**config.mk**
```make
export PLATFORM = sky130hd
export DESIGN_NAME = mem_arbiter
export DESIGN_NICKNAME = d
export VERILOG_FILES = /design/src/rtl/mem_arbiter.sv
export SDC_FILE = /design/constraint.sdc
export NUM_CORES = 1
export LEC_CHECK = 0
export ABC_CLOCK_PERIOD_IN_PS = 4400
export BUFFER_PORTS_ARGS = -buffer_cell sky130_fd_sc_hd__buf_4
export CAP_MARGIN = 20
export CORE_AREA = 2 2 143 145
export CTS_CLUSTER_SIZE = 16
export DETAILED_ROUTE_END_ITERATION = 10
export DIE_AREA = 0 0 145 147
export HOLD_SLACK_MARGIN = 0.1
export SYNTH_ARGS = -nofsm -noshare
export SYNTH_HDL_FRONTEND = slang
export SYNTH_SLANG_ARGS = --single-unit
```
**constraint.sdc**
```tcl
create_clock -name CLK -period 4.4 [get_ports CLK]
set_clock_uncertainty 0.05 [all_clocks]
set_input_delay 0.88 -clock CLK [delete_from_list [all_inputs] [get_ports CLK]]
set_output_delay 0.88 -clock CLK [all_outputs]
set_load 0.01 [all_outputs]
```
**src/rtl/mem_arbiter.sv**
```systemverilog
// -----------------------------------------------------------------------------
// mem_arbiter
//   Shares a single RAM port between four cache requesters: icache0, dcache0,
//   icache1 and dcache1 (two cores). One requester is granted at a time and
//   keeps the grant until the RAM reports ACCESS. Data requests beat
//   instruction requests, each class round-robins between the two cores, and
//   a starvation counter forces a pending icache request through after
//   STARVE_MAX consecutive dcache grants.
//
//   Request/wait handshake: a requester holds its request (iREN, dREN or dWEN)
//   high and keeps its address/data stable until it sees its wait bit at 0.
//   A wait bit is 0 for exactly one cycle, the cycle in which the RAM reports
//   ACCESS for that requester; read data is valid on iload/dload in that same
//   cycle. Dropping a request before that cycle abandons the access.
//
// Ports:
//   CLK, nRST            clock, asynchronous active-low reset
//   iREN[1:0]            icache read request per core
//   iaddr0, iaddr1       icache addresses
//   dREN[1:0], dWEN[1:0] dcache read/write request per core (both set = write)
//   daddr0, daddr1       dcache addresses
//   dstore0, dstore1     dcache write data
//   iwait[1:0]           icache stall per core
//   dwait[1:0]           dcache stall per core
//   iload, dload         RAM read data broadcast to the caches
//   ramREN, ramWEN       RAM read/write enables
//   ramaddr, ramstore    RAM address and write data
//   ramload              RAM read data
//   ramstate             RAM status: 00 FREE, 01 BUSY, 10 ACCESS, 11 ERROR
// -----------------------------------------------------------------------------
module mem_arbiter #(
    parameter int ADDR_W     = 32,
    parameter int DATA_W     = 32,
    parameter int STARVE_MAX = 4
) (
    input  logic              CLK,
    input  logic              nRST,
    input  logic [1:0]        iREN,
    input  logic [ADDR_W-1:0] iaddr0,
    input  logic [ADDR_W-1:0] iaddr1,
    input  logic [1:0]        dREN,
    input  logic [1:0]        dWEN,
    input  logic [ADDR_W-1:0] daddr0,
    input  logic [ADDR_W-1:0] daddr1,
    input  logic [DATA_W-1:0] dstore0,
    input  logic [DATA_W-1:0] dstore1,
    output logic [1:0]        iwait,
    output logic [1:0]        dwait,
    output logic [DATA_W-1:0] iload,
    output logic [DATA_W-1:0] dload,
    output logic              ramREN,
    output logic              ramWEN,
    output logic [ADDR_W-1:0] ramaddr,
    output logic [DATA_W-1:0] ramstore,
    input  logic [DATA_W-1:0] ramload,
    input  logic [1:0]        ramstate
);

    localparam int              SW         = $clog2(STARVE_MAX + 1);
    localparam logic [SW-1:0]   STARVE_LIM = SW'(STARVE_MAX);
    localparam logic [1:0]      RAM_ACCESS = 2'b10;

    typedef enum logic {
        IDLE  = 1'b0,
        SERVE = 1'b1
    } state_t;

    state_t        state_q, state_d;
    logic          gnt_dc_q, gnt_dc_d;      // 1: dcache class granted
    logic          gnt_core_q, gnt_core_d;  // granted core index
    logic          gnt_wr_q, gnt_wr_d;      // granted access is a write
    logic          ipnt_q, ipnt_d;          // icache round-robin pointer
    logic          dpnt_q, dpnt_d;          // dcache round-robin pointer
    logic [SW-1:0] starve_q, starve_d;

    logic [1:0]    dact;
    logic          any_i, any_d;
    logic          sel_icls, sel_core, sel_wr;
    logic          gnt_act;

    assign dact  = dREN | dWEN;
    assign any_i = |iREN;
    assign any_d = |dact;

    // Read data is broadcast; it only matters where the wait bit is low.
    assign iload = ramload;
    assign dload = ramload;

    // Winner selection for the IDLE cycle.
    always_comb begin
        sel_icls = 1'b0;
        sel_core = 1'b0;
        sel_wr   = 1'b0;
        // A starved icache overrides data priority; otherwise icache only
        // wins when no dcache is asking.
        if ((starve_q >= STARVE_LIM && any_i) || !any_d) begin
            sel_icls = 1'b1;
            sel_core = iREN[ipnt_q] ? ipnt_q : ~ipnt_q;
        end else begin
            sel_core = dact[dpnt_q] ? dpnt_q : ~dpnt_q;
            sel_wr   = dWEN[sel_core];
        end
    end

    // Whether the granted requester still holds its request.
    assign gnt_act = gnt_dc_q ? dact[gnt_core_q] : iREN[gnt_core_q];

    always_ff @(posedge CLK or negedge nRST) begin
        if (!nRST) begin
            state_q    <= IDLE;
            gnt_dc_q   <= 1'b0;
            gnt_core_q <= 1'b0;
            gnt_wr_q   <= 1'b0;
            ipnt_q     <= 1'b0;
            dpnt_q     <= 1'b0;
            starve_q   <= '0;
        end else begin
            state_q    <= state_d;
            gnt_dc_q   <= gnt_dc_d;
            gnt_core_q <= gnt_core_d;
            gnt_wr_q   <= gnt_wr_d;
            ipnt_q     <= ipnt_d;
            dpnt_q     <= dpnt_d;
            starve_q   <= starve_d;
        end
    end

    always_comb begin
        state_d    = state_q;
        gnt_dc_d   = gnt_dc_q;
        gnt_core_d = gnt_core_q;
        gnt_wr_d   = gnt_wr_q;
        ipnt_d     = ipnt_q;
        dpnt_d     = dpnt_q;
        starve_d   = starve_q;
        iwait      = 2'b11;
        dwait      = 2'b11;
        ramREN     = 1'b0;
        ramWEN     = 1'b0;
        ramaddr    = '0;
        ramstore   = '0;

        case (state_q)
            IDLE: begin
                if (any_i || any_d) begin
                    gnt_dc_d   = ~sel_icls;
                    gnt_core_d = sel_core;
                    gnt_wr_d   = sel_wr;
                    state_d    = SERVE;
                end
            end

            SERVE: begin
                // The operation type is latched at grant time so an abort
                // only drops the enables on the following IDLE cycle; address
                // and data are forwarded live from the granted requester.
                ramREN = ~gnt_wr_q;
                ramWEN = gnt_wr_q;
                if (gnt_dc_q) begin
                    ramaddr = gnt_core_q ? daddr1 : daddr0;
                    if (gnt_wr_q) begin
                        ramstore = gnt_core_q ? dstore1 : dstore0;
                    end
                end else begin
                    ramaddr = gnt_core_q ? iaddr1 : iaddr0;
                end

                // FREE, BUSY and ERROR all hold the grant; ERROR is retried.
                if (ramstate == RAM_ACCESS) begin
                    if (gnt_dc_q) begin
                        dwait[gnt_core_q] = 1'b0;
                        dpnt_d            = ~gnt_core_q;
                        if (any_i) begin
                            starve_d = (starve_q >= STARVE_LIM) ? STARVE_LIM
                                                                : starve_q + SW'(1);
                        end else begin
                            starve_d = '0;
                        end
                    end else begin
                        iwait[gnt_core_q] = 1'b0;
                        ipnt_d            = ~gnt_core_q;
                        starve_d          = '0;
                    end
                    state_d = IDLE;
                end else if (!gnt_act) begin
                    state_d = IDLE;
                end
            end

            default: state_d = IDLE;
        endcase
    end

endmodule

```
Word level (Yosys, flattened, before mapping)

Index checks and enable logic that the tools add are counted.

Word-level logic and storage cells: 76
Register bits after elaboration: 9
Bits of input ports: 234
Output and inout port bits: 134

Bitwise operators: 9
Magnitude comparators: 6
Mux-type cells: 41
Add/subtract/negate cells: 1
Reductions and logical operators: 11
Eq/ne operators: 1

Operator list:

| operator                                                             | number |
|---|---|
| 32-bit 2-to-1 mux                                                    | 8 |
| 1-bit 2-to-1 mux                                                     | 22 |
| 2-bit 2-to-1 mux                                                     | 6 |
| 3-bit 2-to-1 mux                                                     | 3 |
| 1-bit by 2-bit < comparator with 1-bit output, second input constant | 4 |
| 1-bit NOT                                                            | 7 |
| 3-bit AND reduction                                                  | 2 |
| 2-bit AND reduction                                                  | 2 |
| 2-bit OR reduction                                                   | 2 |
| 3-bit by 1-bit adder with 3-bit output, second input constant        | 1 |
| 3-bit >= comparator, second input constant                           | 1 |
| 2-bit == test, second input constant                                 | 1 |
| 1-bit logical AND                                                    | 2 |
| 1-bit logical OR                                                     | 2 |
| 2-bit NOT                                                            | 1 |
| 2-bit OR                                                             | 1 |
| 1-bit case mux with 2 select lines                                   | 1 |
| 1-bit demux with 1-bit select                                        | 1 |
| 1-bit >= comparator, second input constant                           | 1 |
| 1-bit zero test                                                      | 1 |

Depth between registers and ports, before layout

Gate-level depths: netlist of the first run.

Depth in word-level cells: 8
Mapped depth: 6

Worst setup path after synthesis of the first run

OpenSTA, ideal clock, no wires.

Kind: input -> output
From: in ramstate[0]
To: out dwait[0]
Path buffers: 1
Setup slack: 1.818 ns
Stages on the path: 4
Data arrival time: 1.652 ns
Cells stage by stage: and3b_1 > clkbuf_1 > nand2_1 > or2_2

Cells in the longest elaborated chain, start to end: 3

RTL lines:

| element          | line | RTL |
|---|---|---|
| start, declared  | 56   | `input logic [1:0] ramstate` |
| 2-bit == test    | 169  | `if (ramstate == RAM_ACCESS) begin` |
| 2-bit 2-to-1 mux | 169  |  |
| 2-bit 2-to-1 mux | 143  | `case (state_q)` |
| end, declared    | 48   | `output logic [1:0] dwait,` |

Every way passes these cells.

Final worst setup path of the first run

From: reg gnt_core_q
To: out ramaddr[31]

Cells in the longest elaborated chain, start to end: 3
Elaborated cells on any way between the ends: 4
Classes of those cells: mux: 4

RTL lines:

| element                              | line     | RTL |
|---|---|---|
| start, declared                      | 70       | `logic gnt_core_q, gnt_core_d;` |
| start signal, assigned               | 120      | `gnt_core_q <= gnt_core_d;` |
| 32-bit 2-to-1 mux (on tied branches) | 165, 160 |  |
| 32-bit 2-to-1 mux (*)                | 159      | `if (gnt_dc_q) begin` |
| 32-bit 2-to-1 mux (*)                | 143      |  |
| end, declared                        | 53       | `output logic [ADDR_W-1:0] ramaddr,` |

Every way passes the cells marked *; elsewhere a longest branch is shown, timed or not.

==> reports/metrics.cfg, run 1 <==
[outcome]
status=complete, no violations

[cells_and_area]
nets=707
fin_area_um2=4449
insertedDiodeCount=0
drive_gt1_share_pct=66.38
areaGrowthSynthToFinish_pct=72.04
fin_cells=740

[place]
portBuffers=271
place.gp.congestion=0.7525
dp.cells=735
placed_area_um2=4343
pre_cts_ws_ns=1.483
dp_hpwl_mm=10.67

[sta]
setup_viol=0
fmax_ghz=0.3217
hold_slack_ns=0.4158
relSlewSlack_pct=46.51
fin_ws_ns=1.292
worst-slew-pin-transition_ns=0.8024
post-route-min-period_ns=3.108
totalNegativeSetupSlack_ns=0
rsz0062_at_grt=no
fin_crit_sh_pct=70.64
finalMaxSlewViolations=0
hold_violations=0

[worst_setup_path]
crit_start=gnt_core_q
max_stage_delay_ns=0.92
crit_family=flip-flops
timing.rr.start=gnt_dc_q
r2r_slack_ns=2.57
end_kind=primary output
crit_chain=mux4_1 -> and2_1 -> buf_4
startpoint_type=flip-flop
critical_path_arrival_ns=2.18
required_ns=3.47
cp_num_buf_inv=1
critPathMaxFanout=42
critical_path_class=flip-flop to primary output
cp_slowest_cell=dfrtp_4

[pwr]
combPwrFrac_pct=79.0
peakVddDrop_uv=196.1
cellPowerDensity_nw_per_um2=473.3
power.leakage_uw=0.002186
power.switching_uw=898.0
seqPwrFrac_pct=13.3
switching_share_pct=42.65
internal_power_uw=1208
pwr-share-clk_pct=7.7

[job]
drv_cap=0

[logic_synthesis]
synth_top_cells_by_count=buf_4 (66), nor2_1 (36), and2_1 (33)
synthArstFlopShare_pct=100.0
ys_ff_latch=9
yosysTopAreaCellShare_pct=25.25
syn_area_um2=2586
yosys.area.top_type=mux4_2
synth_area_leaders=mux4_2 (25%), buf_4 (19%), mux2i_1 (12%)
avgSynthCellArea_um2=9.404
syn-num-nets=511
synth-edff-count=0
synth_cells=275
synth_warnings=0
synth_most_common_cell=buf_4
yosysUniqueCellTypes=33
ys.flop_type=dfrtp_1
yosysSeqAreaShare_pct=8.708

[clock_tree]
post_cts_buffers=0
htreeDepth=1
clk_path_buf_depth=2
postCtsHoldBufs=0
clkSlewWorstSetupHoldPaths_ns=0.04
cts-root-buf=clkbuf_16
clock_sinks=9
cts_made_buffers=3
clkLatencyLatePin_ns=0.23
cts_tree=done
cts.repair.resized=0

[floorplan]
core_area_um2=19840
dieWidth_um=145
die_h_um=147
ios=368
row_count=52
start_util_pct=13.03
die_area_um2=21320

[min_path]
hold_class=input port to asynchronous set/reset pin

[detailed_routing]
final_antenna_net_count=0
drtIter0Drc=90
vias=2828
routed_wl_mm=12.37
drc=0
via_per_inst=3.822
drt_first_pass_iters=4
post_drt_wl_per_cell_um=16.72

[grt]
grt.overflow.total=0
grt.total_usage_pct=10.88
grt_pass1_wl_mm=18.01
grt_pass1_vias=2979
antenna_found_initial=0
grt_max_degree=43

-- worst reg2reg max path, cell delays in order, from the launching register on --
cell     delay, ns
dfrtp_2       0.55
buf_4         0.43
mux4_2        0.55
o21ai_0       0.17
-- area by class of cell --
cell class,count,area [um^2]
Clock buffer,4,78.83
Fill cell,2191,15390
Inverter,8,30.03
Multi-Input combinational cell,174,1675
Sequential cell,9,230.2
Tap cell,270,337.8
Timing Repair Buffer,275,2097
-- final timing paths --
| path | endpoint | depth (start not counted) |
|---|---|---|
| min in group CLK | dpnt_q | 2 |
| setup / recovery | ramaddr[31] | 3 |
| setup reg to reg | state_q | 3 |
| max in group asynchronous | gnt_core_q | 1 |
| hold reg to reg | dpnt_q | 2 |
| hold / removal | ipnt_q | 1 |
-- layout by cell type (no fill, tap or decap), drive strengths merged --
cell type  count
a21oi          4
a22o           2
a31oi          1
a32oi          1
and2          33
and3b          1
buf          275
clkbuf         4
dfrtp          9
ha             2
inv            8
mux2           1
mux2i         32
mux4          33
nand2          7
nand2b         2
nand3          1
nand3b         1
nor2          36
nor2b          2
nor3           1
nor4           1
o21ai          8
o31ai          1
o32ai          1
or2            1
or3            1
or4            1
-- power groups by stage --
stage               Combinational [uW]  Clock (uW)  Sequential (uW)
global placement                  1670           0              297
finish                            1660         163              280
floorplan                         1200           0              147
detailed placement                1670           0              300
global route                      1800         172              310
CTS                               1680         165              300
-- routing by layer --
layer | GRT usage [%] | vias to the layer above | share of wire (%)
met2 | 18.52 | 218 | 48
met4 | 1.584 | 0 | 1.1
met1 | 12.73 | 1300 | 38
li1 | - | 1298 | -
met3 | 5.217 | 12 | 13
met5 | 0 | - | 0
-- state kept, by name, summed over array words and instances (netlist names) --
register,count
dpnt_q,1
gnt_core_q,1
gnt_dc_q,1
gnt_wr_q,1
ipnt_q,1
starve_q,3
state_q,1
-- per-stage QoR --
step                      power (uW)  util [%]
after floorplan                 1343         -
after global placement          1962     21.89
after detailed placement        1974     21.89
after CTS                       2147     22.28
after global routing            2280     22.42
final                           2106     22.42
-- logic make-up (layout without fill, tap and decap cells) --
logic type	after synthesis	count (layout)	share of synthesized area, %
buf+inv	92	287	26.51
fa+ha+maj	2	2	0.9674
simple gates	88	88	17.47
flops	9	9	8.708
mux	66	66	42.14
compound gates	18	18	4.210
No activity file was read; power rests on OpenSTA's default activity.
==> run 2: changes to the inputs <==
--- a/config.mk
+++ b/config.mk
@@ -5,13 +5,13 @@
 export SDC_FILE = /design/constraint.sdc
 export NUM_CORES = 1
 export LEC_CHECK = 0
-export ABC_CLOCK_PERIOD_IN_PS = 4400
+export ABC_CLOCK_PERIOD_IN_PS = 2700
 export BUFFER_PORTS_ARGS = -buffer_cell sky130_fd_sc_hd__buf_4
 export CAP_MARGIN = 20
-export CORE_AREA = 2 2 143 145
+export CORE_AREA = 2 2 145 147
 export CTS_CLUSTER_SIZE = 16
 export DETAILED_ROUTE_END_ITERATION = 10
-export DIE_AREA = 0 0 145 147
+export DIE_AREA = 0 0 147 149
 export HOLD_SLACK_MARGIN = 0.1
 export SYNTH_ARGS = -nofsm -noshare
 export SYNTH_HDL_FRONTEND = slang
==> constraint.sdc (replaced) <==
create_clock -name CLK -period 2.7 [get_ports CLK]
set_clock_uncertainty 0.05 [all_clocks]
set_input_delay 0.54 -clock CLK [delete_from_list [all_inputs] [get_ports CLK]]
set_output_delay 0.54 -clock CLK [all_outputs]
set_load 0.01 [all_outputs]
==> reports/metrics.cfg, run 2 (synthesis results as in run 1) <==
[clock_tree]
clkLatencyLatePin_ns=0.23
cts_made_buffers=3
clkSlewWorstSetupHoldPaths_ns=0.04
htreeDepth=1
cts-root-buf=clkbuf_16
cts_tree=done
cts.repair.resized=0
clock_sinks=9
clk_path_buf_depth=2

[outcome]
status=complete, no violations

[cells_and_area]
largest_reg_flops=3
top_register=starve_q
drive_gt1_share_pct=66.38
insertedDiodeCount=0
fin_area_um2=4473
areaGrowthSynthToFinish_pct=72.96
nets=710
final_common_cell=buf_4
fill_cells=2281
final_cell_mix=buf_4 (275), nor2_1 (36), and2_1 (33)

[sta]
rsz0062_at_grt=no
fmax_ghz=0.4018
fin_crit_sh_pct=92.17
finalMaxSlewViolations=0
hold_violations=0
setup_viol=0
post-route-min-period_ns=2.489
worst-slew-pin-transition_ns=0.4812
hold_slack_ns=0.4725
totalNegativeSetupSlack_ns=0
relSlewSlack_pct=67.92

[detailed_routing]
final_antenna_net_count=0
post_drt_wl_per_cell_um=15.32
routed_wl_mm=11.46
via_per_inst=3.765
drtIter0Drc=88
drc=0
vias=2816
drt_first_pass_iters=4

[place]
place.gp.congestion=0.7439
portBuffers=271
dp_hpwl_mm=9.842
placed_area_um2=4384

[worst_setup_path]
critPathMaxFanout=23
r2r_slack_ns=0.99
r2r_end=state_q
cp_slowest_cell=dfrtp_4
crit_family=flip-flops
path_depth=4
critical_path_class=flip-flop to primary output
cp_num_buf_inv=2
worstRegToRegCells=3
timing.rr.start=gnt_core_q
crit_chain=buf_12 -> mux4_2 -> and2_1 -> buf_4
critical_path_arrival_ns=1.90
required_ns=2.11
end_kind=primary output
startpoint_type=flip-flop
max_stage_delay_ns=0.56

[pwr]
power.leakage_uw=0.002196
peakVddDrop_uv=247.5
cellPowerDensity_nw_per_um2=750.5

[min_path]
min_to=dpnt_q
hold_class=flip-flop to flip-flop
holdPathStages=2
holdCritStartpoint=dpnt_q

[grt]
grt_pass1_vias=2688
grt.total_usage_pct=9.397
grt_max_degree=34
antenna_found_initial=0
grt_pass1_wl_mm=15.84
grt.overflow.total=0

[floorplan]
die_area_um2=21900
row_count=53
dieWidth_um=147
ios=368
die_h_um=149
start_util_pct=12.58
core_area_um2=20560

[job]
drv_cap=0

-- run 2: power breakdown --
group	internal [uW]	total, uW	switching, uW
combinational	1580	2740	1170
clock	197	259	62.0
sequential	206	355	149
total	1980	3360	1380
-- run 2: per-layer routing --
metal / vias to the layer above / part of all wire [%] / GRT usage [%]
met5: - / 0 / 0
met3: 12 / 13 / 4.373
li1: 1301 / - / -
met1: 1292 / 35 / 10.13
met2: 211 / 50 / 17.07
met4: 0 / 1.4 / 1.683
-- run 2: worst max-delay path by stage --
stage / start / to / slack, ns
after global placement: gnt_core_q / ramaddr[26] / 0.42
after CTS: gnt_core_q / ramaddr[26] / 0.17
final: gnt_core_q / ramaddr[30] / 0.21
after global routing: gnt_core_q / ramaddr[26] / 0.10
after detailed placement: gnt_core_q / ramaddr[26] / 0.42
after floorplan: ramstate[0] / dwait[0] / 0.80
-- run 2: cell type report --
| class | instances | area [um^2] | share of cell area, % |
|---|---|---|---|
| Sequential cell | 9 | 230.2 | 5.147 |
| Timing Repair Buffer | 278 | 2115 | 47.27 |
| Tap cell | 275 | 344.1 | 7.692 |
| Clock buffer | 4 | 78.83 | 1.762 |
| Multi-Input combinational cell | 174 | 1675 | 37.45 |
| Inverter | 8 | 30.03 | 0.6713 |
-- run 2: worst min-delay path, delay by kind of cell (launching register included) --
| kind | cells | cell delay (ns) |
|---|---|---|
| flip-flops | 1 | 0.37 |
| AND/OR/NAND/NOR | 2 | 0.11 |
-- run 2: what timing repair did --
action | 4_1_cts | 5_1_grt
setup buffers | 0 | 0
hold endpoints to repair | 9 | 0
hold buffers | 1 | 0
-- run 2: per-stage QoR --
stage                     cells  power (uW)  setup WS, ns  utilization, %
after global routing        748        3624        0.1033           21.76
after global placement      743        3142        0.4236           21.33
after CTS                   748        3431        0.1657           21.76
after floorplan             275        2188        0.7981               -
after detailed placement    743        3152        0.4186           21.33
final                       748        3357        0.2114           21.76
==> run 3: changes to the inputs <==
--- a/config.mk
+++ b/config.mk
@@ -13,6 +13,7 @@
 export DETAILED_ROUTE_END_ITERATION = 10
 export DIE_AREA = 0 0 147 149
 export HOLD_SLACK_MARGIN = 0.1
+export PLACE_DENSITY_LB_ADDON = 0.15
 export SYNTH_ARGS = -nofsm -noshare
 export SYNTH_HDL_FRONTEND = slang
 export SYNTH_SLANG_ARGS = --single-unit
==> reports/metrics.cfg, run 3 (synthesis results as in run 1) <==
[grt]
grt_max_degree=36
grt.total_usage_pct=10.21
grt-busiest-layer=met2
grt_pass1_wl_mm=17.37
grt_pass1_vias=2990
grtUsageMet3_pct=3.333
antenna_found_initial=0
grtUsageMet2_pct=19.51
use_met1_pct=10.00
grt.overflow.total=0

[worst_setup_path]
cp_num_buf_inv=2
startpoint_type=flip-flop
crit_start=gnt_core_q
critPathMaxFanout=19
max_stage_delay_ns=0.61
required_ns=2.11
worstRegToRegCells=3
cp_slowest_cell=dfrtp_4
crit_chain=buf_12 -> mux4_2 -> and2_1 -> buf_4
r2r_end=state_q
crit_family=flip-flops
critical_path_arrival_ns=1.96
timing.rr.start=gnt_core_q
r2r_slack_ns=0.95
critical_path_class=flip-flop to primary output
end_kind=primary output

[pwr]
switching_share_pct=41.43
cellPowerDensity_nw_per_um2=760.0
power.switching_uw=1412
power.leakage_uw=0.002202
seqPwrFrac_pct=10.5
peakVddDrop_uv=314.2
combPwrFrac_pct=81.7
power_uw=3409
internal_power_uw=1997
pwr-share-clk_pct=7.8

[clock_tree]
clock_sinks=9
post_cts_buffers=0
clk_path_buf_depth=2
cts_tree=done
clkSlewWorstSetupHoldPaths_ns=0.04
postCtsHoldBufs=1
clkLatencyLatePin_ns=0.23
cts-root-buf=clkbuf_16
cts.repair.resized=0
htreeDepth=1
cts_made_buffers=3

[place]
dp_hpwl_mm=10.36
dp.cells=743
portBuffers=271
place.gp.congestion=0.8062

[sta]
hold_slack_ns=0.4885
post-route-min-period_ns=2.549
rsz0062_at_grt=no
worst-slew-pin-transition_ns=0.4510
setup_viol=0
fin_crit_sh_pct=94.39
hold_violations=0
relSlewSlack_pct=69.93
fmax_ghz=0.3924
totalNegativeSetupSlack_ns=0
finalMaxSlewViolations=0

[floorplan]
core_area_um2=20560
dieWidth_um=147
row_count=53
ios=368
die_h_um=149
die_area_um2=21900
start_util_pct=12.58

[detailed_routing]
vias=2852
final_antenna_net_count=0
post_drt_wl_per_cell_um=16.25
via_per_inst=3.813
drc=0
routed_wl_mm=12.16
drtIter0Drc=40
drt_first_pass_iters=4

[cells_and_area]
final_cell_mix=buf_4 (274), nor2_1 (36), and2_1 (33)
areaGrowthSynthToFinish_pct=73.44
fin_cells=748
largest_reg_flops=3
final_common_cell=buf_4
top_register=starve_q
drive_gt1_share_pct=66.38
insertedDiodeCount=0
nets=710

[min_path]
min_to=dpnt_q
hold_class=flip-flop to flip-flop
holdCritStartpoint=dpnt_q
holdPathStages=2

[outcome]
status=complete, no violations

[job]
drv_cap=0

[run 3: cell counts in the layout (fill, tap and decap cells not counted)]
No cell type changed its count.
[run 3: worst max path at each step]
stage | end | depth (start not counted) | slack [ns]
detailed placement | ramaddr[19] | 4 | 0.36
CTS | ramaddr[19] | 4 | 0.10
global placement | ramaddr[19] | 4 | 0.38
floorplan | dwait[0] | 4 | 0.80
finish | ramaddr[19] | 4 | 0.15
global route | ramaddr[21] | 4 | 0.05
[run 3: stage by stage]
step	setup WS [ns]	util [%]	instance area (um^2)
after detailed placement	0.3601	21.39	4397
after floorplan	0.7981	-	2586
final	0.1515	21.82	4486
after global placement	0.3801	21.39	4397
after global routing	0.04668	21.82	4486
after CTS	0.1040	21.82	4486
[run 3: final cells by class]
class                      instances  area, um^2
fill                            2297       16070
timing repair buffer             278        2127
multi-input combinational        174        1675
tap                              275       344.1
sequential                         9       230.2
clock buffer                       4       78.83
inverter                           8       30.03
[run 3: worst register-to-register path: cells and delay by family (launching register included)]
family	cells	cell delay [ns]
AO/OA/AOI/OAI	1	0.16
buffers and inverters	1	0.46
multiplexers	1	0.39
flip-flops	1	0.61
[run 3: per-layer routing]
| layer | part of all wire (%) | vias to the layer above |
|---|---|---|
| li1 | - | 1304 |
| met1 | 32 | 1314 |
| met2 | 52 | 199 |
| met3 | 12 | 35 |
| met4 | 4.1 | 0 |
| met5 | 0 | - |
[run 3: power by group through the flow]
stage                     registers [uW]  logic (uW)  clock network, uW
final                                359        2780                265
after global routing                 388        3030                277
after CTS                            369        2870                271
after detailed placement             370        2850                  0
after global placement               369        2840                  0
after floorplan                      240        1950                  0
